[config.mk]
export PLATFORM = sky130hd
export DESIGN_NAME = cacheline_adapter
export DESIGN_NICKNAME = d
export VERILOG_FILES = /design/src/rtl/cla_pkg.sv /design/src/rtl/cacheline_adapter.sv
export SDC_FILE = /design/constraint.sdc
export NUM_CORES = 2
export LEC_CHECK = 0
export CORE_ASPECT_RATIO = 0.75
export CORE_UTILIZATION = 35
export CTS_BUF_LIST = sky130_fd_sc_hd__clkbuf_2 sky130_fd_sc_hd__clkbuf_4 sky130_fd_sc_hd__clkbuf_8
export CTS_CLUSTER_DIAMETER = 150
export DETAILED_ROUTE_END_ITERATION = 16
export GPL_TIMING_DRIVEN = 0
export SYNTH_ARGS = -nofsm -noshare
export SYNTH_HDL_FRONTEND = slang
export SYNTH_SLANG_ARGS = --single-unit
[constraint.sdc]
create_clock -name clk -period 2.2 [get_ports clk]
set_input_delay 0.33 -clock clk [delete_from_list [all_inputs] [get_ports clk]]
set_output_delay 0.33 -clock clk [all_outputs]
set_load 0.01 [all_outputs]
[src/rtl/cla_pkg.sv]
// Shared types and constants for the cacheline adapter.
package cla_pkg;

    localparam int unsigned LINE_W = 256;
    localparam int unsigned BEAT_CNT_W = 2;

    typedef logic [BEAT_CNT_W-1:0] beat_cnt_t;

    typedef enum logic [2:0] {
        StIdle,
        StRdReq,
        StRdData,
        StWrData,
        StResp
    } cla_state_e;

endpackage

[src/rtl/cacheline_adapter.sv]
// 256-bit cacheline to 4x64-bit bmem burst responder for the D-cache line port.
// Optional CLA_RADDR_CHECK_EN adds a sticky check of returning read-beat address tags.
module cacheline_adapter
    import cla_pkg::*;
#(
    parameter int unsigned BEAT_W    = 64,
    parameter int unsigned BURST_LEN = 4
) (
    input  logic              clk,
    input  logic              rst,
    input  logic [31:0]       ufp_addr,
    input  logic              ufp_read,
    input  logic              ufp_write,
    input  logic [LINE_W-1:0] ufp_wdata,
    output logic [LINE_W-1:0] ufp_rdata,
    output logic              ufp_resp,
    output logic [31:0]       bmem_addr,
    output logic              bmem_read,
    output logic              bmem_write,
    output logic [BEAT_W-1:0] bmem_wdata,
    input  logic              bmem_ready,
    input  logic [31:0]       bmem_raddr,
    input  logic [BEAT_W-1:0] bmem_rdata,
    input  logic              bmem_rvalid,
    output logic              raddr_err
);

    if (BEAT_W * BURST_LEN != LINE_W) begin : g_bad_geometry
        $error("cacheline_adapter: BEAT_W*BURST_LEN must equal LINE_W");
    end
    if (BURST_LEN != (1 << BEAT_CNT_W)) begin : g_bad_burst
        $error("cacheline_adapter: BURST_LEN must match the beat counter width");
    end

    localparam beat_cnt_t LastBeat = beat_cnt_t'(BURST_LEN - 1);

    cla_state_e        state_q;
    beat_cnt_t         cnt_q;
    beat_cnt_t         cnt_nxt;
    logic [LINE_W-1:0] line_q;
    logic [LINE_W-1:0] asm_line;
    logic [LINE_W-1:0] ufp_rdata_q;
    logic              ufp_resp_q;
    logic [31:0]       bmem_addr_q;
    logic              bmem_read_q;
    logic              bmem_write_q;
    logic [BEAT_W-1:0] bmem_wdata_q;

    logic unused_addr_lsb;
    assign unused_addr_lsb = ^ufp_addr[4:0];

    assign cnt_nxt = cnt_q + beat_cnt_t'(1);

    // Line buffer with the incoming beat merged into its slot.
    always_comb begin
        asm_line = line_q;
        asm_line[cnt_q*BEAT_W +: BEAT_W] = bmem_rdata;
    end

`ifdef CLA_RADDR_CHECK_EN
    logic raddr_err_q;
    assign raddr_err = raddr_err_q;
`else
    logic unused_raddr;
    assign unused_raddr = ^bmem_raddr;
    assign raddr_err    = 1'b0;
`endif

    always_ff @(posedge clk) begin
        if (rst) begin
            state_q      <= StIdle;
            cnt_q        <= '0;
            line_q       <= '0;
            ufp_rdata_q  <= '0;
            ufp_resp_q   <= 1'b0;
            bmem_addr_q  <= '0;
            bmem_read_q  <= 1'b0;
            bmem_write_q <= 1'b0;
            bmem_wdata_q <= '0;
`ifdef CLA_RADDR_CHECK_EN
            raddr_err_q  <= 1'b0;
`endif
        end else begin
            unique case (state_q)
                StIdle: begin
                    if (ufp_write) begin
                        state_q      <= StWrData;
                        cnt_q        <= '0;
                        bmem_addr_q  <= {ufp_addr[31:5], 5'b0};
                        line_q       <= ufp_wdata;
                        bmem_wdata_q <= ufp_wdata[BEAT_W-1:0];
                        bmem_write_q <= 1'b1;
                    end else if (ufp_read) begin
                        state_q     <= StRdReq;
                        cnt_q       <= '0;
                        bmem_addr_q <= {ufp_addr[31:5], 5'b0};
                        bmem_read_q <= 1'b1;
                    end
                end
                StRdReq: begin
                    if (bmem_ready) begin
                        state_q     <= StRdData;
                        cnt_q       <= '0;
                        bmem_read_q <= 1'b0;
                    end
                end
                StRdData: begin
                    if (bmem_rvalid) begin
                        line_q <= asm_line;
`ifdef CLA_RADDR_CHECK_EN
                        if (bmem_raddr != bmem_addr_q) begin
                            raddr_err_q <= 1'b1;
                        end
`endif
                        if (cnt_q == LastBeat) begin
                            state_q     <= StResp;
                            cnt_q       <= '0;
                            ufp_rdata_q <= asm_line;
                            ufp_resp_q  <= 1'b1;
                        end else begin
                            cnt_q <= cnt_nxt;
                        end
                    end
                end
                StWrData: begin
                    if (bmem_ready) begin
                        if (cnt_q == LastBeat) begin
                            state_q      <= StResp;
                            cnt_q        <= '0;
                            bmem_write_q <= 1'b0;
                            ufp_resp_q   <= 1'b1;
                        end else begin
                            cnt_q        <= cnt_nxt;
                            bmem_wdata_q <= line_q[cnt_nxt*BEAT_W +: BEAT_W];
                        end
                    end
                end
                StResp: begin
                    // Request is still high here; IDLE resamples only next cycle.
                    state_q    <= StIdle;
                    ufp_resp_q <= 1'b0;
                end
                default: begin
                    state_q <= StIdle;
                end
            endcase
        end
    end

    assign ufp_rdata  = ufp_rdata_q;
    assign ufp_resp   = ufp_resp_q;
    assign bmem_addr  = bmem_addr_q;
    assign bmem_read  = bmem_read_q;
    assign bmem_write = bmem_write_q;
    assign bmem_wdata = bmem_wdata_q;

endmodule
==> tab_implementation.tex <==
\begin{tabular}{lr}
\hline
Metric & Value \\
\hline
\multicolumn{2}{l}{\textbf{Critical path}} \\
Sequence of cells on the critical path & buf\_8 -> clkinvlp\_4 -> ha\_4 -> buf\_6 -> clkbuf\_8 -> mux4\_2 -> nand2\_1 -> a311oi\_1 \\
Largest stage delay on the critical path & 390 ps \\
R2r startpoint & cnt\_q[0] \\
Worst-case reg-to-reg path depth & 8 \\
Type of origin of the critical path & flop \\
Terminus of the critical flop-to-flop path & bmem\_wdata[23] \\
Critical path buffers and inverters & 4 \\
Worst-path fanout max & 10 \\
Critical path class & flop to flop \\
Arr. time, crit path & 2870 ps \\
Slack of the worst reg-to-reg path & -30 ps \\
Worst endpoint required time & 2840 ps \\
Largest delay share family, worst path & buffers and inverters \\
Slowest cell on crit path & mux4\_2 \\
Critical path endpoint category & flop \\
\multicolumn{2}{l}{\textbf{Routing}} \\
Count of TritonRoute iterations in the first routing pass & 5 \\
Routed length per placed instance & 28.3 µm \\
Vias post-DR & 31.9k \\
Detail Route Antenna Nets & 0 \\
Total detailed-routing wirelength & 152 mm \\
Number of vias per cell & 5.97 \\
Number of DRC violations after detailed routing & 0 \\
1st-iter DRT viols & 3644 \\
\multicolumn{2}{l}{\textbf{Yosys}} \\
Mapped Avg Cell Area & 8.70 µm² \\
Count leader, synth & dfxtp\_1 \\
Cells taking the most area after synthesis & dfxtp\_1, a221oi\_2, o21ai\_0, a221oi\_1, nand2\_1 \\
Syn Inst Count & 3376 \\
Share of the synthesized area in the top cell type & 41.7\% \\
Predominant post-synthesis flop cell & dfxtp\_1 \\
Combined area of all synthesized cells & 29400 µm² \\
Most instantiated cells after synthesis & dfxtp\_1, o21ai\_0, nand2\_1 \\
Fraction of the yosys area taken by sequential cells & 41.7\% \\
Cell type contributing the most total cell area after synthesis & dfxtp\_1 \\
Proportion of register bits with asynchronous set or reset after synthesis & 0\% \\
Number of enable-type register cells in the synthesized netlist & 0 \\
Number of register bits inferred by synthesis & 611 \\
Cell variety after synth & 41 \\
Warnings, synthesis & 0 \\
\multicolumn{2}{l}{\textbf{CTS}} \\
Clk\_lat worst skew & 770 ps \\
Clock slew at the register clock pins of the worst setup and hold paths & 60 ps \\
\# H-tree levels & 3 \\
CTS root buf & clkbuf\_8 \\
Number of buffers created by CTS & 104 \\
TritonCTS clock tree & built \\
CTS Buffer Depth & 3 \\
Clock sinks & 611 \\
\multicolumn{2}{l}{\textbf{STA}} \\
Smallest hold slack & 114 ps \\
Final setup margin & -30.5 ps \\
Transition time at the pin with the least slew margin & 1480 ps \\
Period minus WS final & 2230 ps \\
Crit share post-route & 101\% \\
Finish-stage setup viols & 7 \\
Number of max-slew violations in the final report & 0 \\
RSZ-0062 raised after global routing & yes \\
Hold Violations, Final & 0 \\
FMAX & 448 MHz \\
Tightest slew margin relative to the limit & 1.41\% \\
Fin Clk Skew & 34.3 ps \\
\multicolumn{2}{l}{\textbf{Power}} \\
Sum of internal, switching and leakage power & 0.0308 W \\
Share of total power in sequential cells & 41.4\% \\
Combinational power share & 20.8\% \\
Worst ir drop on vdd & 0.506 mV \\
Switching Fraction & 32.5\% \\
Internal power consumption & 0.0208 W \\
Power per cell area & 736 nW/µm² \\
Leakage power & 14.9 nW \\
Net switching power & 0.00999 W \\
Clock power frac & 37.8\% \\
\multicolumn{2}{l}{\textbf{Job}} \\
Reported max-cap violation count & 0 \\
\multicolumn{2}{l}{\textbf{Floorplanning}} \\
Core ar. & 82700 µm² \\
Count of pins on the block boundary & 746 \\
Floorplan row count & 91 \\
Initial standard-cell utilization of the core & 35.5\% \\
Die Y-Extent & 253 µm \\
Die area & 85100 µm² \\
Width of the die & 336 µm \\
\multicolumn{2}{l}{\textbf{Global routing}} \\
Number of antenna violations at the first check in global routing & 13 \\
Wire length of the first global-routing pass & 213 mm \\
Residual overflow from global routing & 0 \\
Pin count of the biggest net entering global routing & 15 \\
GR Util All Layers & 34.2\% \\
Number of global-route vias before repair & 30.0k \\
\multicolumn{2}{l}{\textbf{Min path}} \\
Hold Path End & bmem\_addr[17] \\
Type of the tightest min-delay check & input pin to flop \\
Hold wc startpoint & ufp\_addr[17] \\
Hold Path Cell Cnt & 3 \\
\multicolumn{2}{l}{\textbf{Placed design}} \\
Hpwl dp & 114 mm \\
Placed Cells & 5134 \\
Area after detailed placement & 37200 µm² \\
Number of I/O port buffers & 637 \\
RD Place Congestion & 0.958 \\
Pre-CTS WS & -1580 ps \\
\multicolumn{2}{l}{\textbf{Layout}} \\
Final-layout fill cell count & 7963 \\
Area added between synthesis and finish & 42.3\% \\
Final net count & 4542 \\
Total non-filler cell area in the finished layout & 41800 µm² \\
Fraction of layout cells with a size suffix above 1 & 20.4\% \\
Count of placed standard cells in the final layout, fillers left out & 5347 \\
\multicolumn{2}{l}{\textbf{Run status}} \\
Violations in the final reports & setup timing \\
Result of the run & finished with violations \\
\hline
\end{tabular}
## stage by stage
| step | utilization [%] | TNS [ps] |
|---|---|---|
| floorplan | - | 0 |
| finish | 50.5 | -103 |
| global placement | 44.9 | -607710 |
| detailed placement | 44.9 | -632300 |
| global route | 50.5 | -2590 |
| CTS | 49.0 | -522 |
## tightest hold or removal path, cell delays in order
cell and delay [ps]:
clkdlybuf4s50_1 400, nand2_1 60, a21oi_1 50
## layer usage
layer  vias up  track usage [%]  share of wire [%]
li1      14100                -                  -
met1     15500             47.2                 42
met2      2000             50.3                 43
met3       352             8.32                 11
met4         6             15.0                4.5
met5         -                0              0.023
## area by class of cell
class,count,area [µm²],share of cell area [%]
timing repair buffer,661,6640,15.9
inverter,8,33.8,0.0809
tap,1116,1400,3.34
buffer,435,2990,7.16
antenna,11,27.5,0.0659
clock buffer,165,2050,4.90
multi-input combinational,2325,16200,38.7
sequential,611,12200,29.3
clock inverter,15,221,0.530
## power groups by stage
stage	logic (W)	registers [W]	clock network, W
2_1_floorplan	0.00295	0.0127	0
3_3_place_gp	0.00551	0.0129	0
3_5_place_dp	0.00555	0.0129	0
4_1_cts	0.00583	0.0126	0.0116
5_1_grt	0.00673	0.0128	0.0121
6_report	0.00639	0.0127	0.0116
## what timing repair did
action	CTS	global route
pin swaps	5	34
setup endpoints to repair	608	558
cloned	3	3
resized for setup	337	405
buffers inserted	9	10
hold buffers	0	0
## flip-flops by register name, summed over array words and instances (netlist names), 2 cells and up
name / count
ufp_rdata: 256
line_q: 256
bmem_wdata: 64
cnt_q: 2
bmem_addr: 27
state_q: 3
## cell usage in the layout (no fill, tap or decap), types with 143 or more instances in the layout
cell type          n
clkdlybuf4s50_1  634
dfxtp_1          605
nand2_1          448
o21ai_0          405
nor2_1           330
nor3_1           248
a221oi_2         209
a221oi_1         144
clkbuf_1         143
clkbuf_8         143
## worst max-delay path by stage
| stage | startpoint | endpoint | slack, ps | cells past startpoint |
|---|---|---|---|---|
| 2_1_floorplan | cnt_q[0] | ufp_rdata[100] | 60 | 9 |
| 3_3_place_gp | cnt_q[0] | ufp_rdata[128] | -1580 | 8 |
| 3_5_place_dp | cnt_q[0] | ufp_rdata[128] | -1580 | 8 |
| 4_1_cts | cnt_q[0] | bmem_wdata[42] | -60 | 8 |
| 5_1_grt | state_q[1] | line_q[17] | -70 | 6 |
| 6_report | cnt_q[0] | bmem_wdata[23] | -30 | 8 |
## kinds of logic (layout without fill, tap and decap cells)
| logic type | after synthesis | count (layout) | synth area share (%) |
|---|---|---|---|
| flops | 611 | 611 | 41.7 |
| buf+inv | 445 | 1284 | 6.72 |
| simple gates | 1118 | 1118 | 16.1 |
| other cells | 1 | 17 | 0.0128 |
| mux | 67 | 67 | 5.02 |
| fa+ha+maj | 6 | 6 | 0.256 |
| compound gates | 1128 | 1128 | 30.2 |
Power figures use the tool's default switching activity.
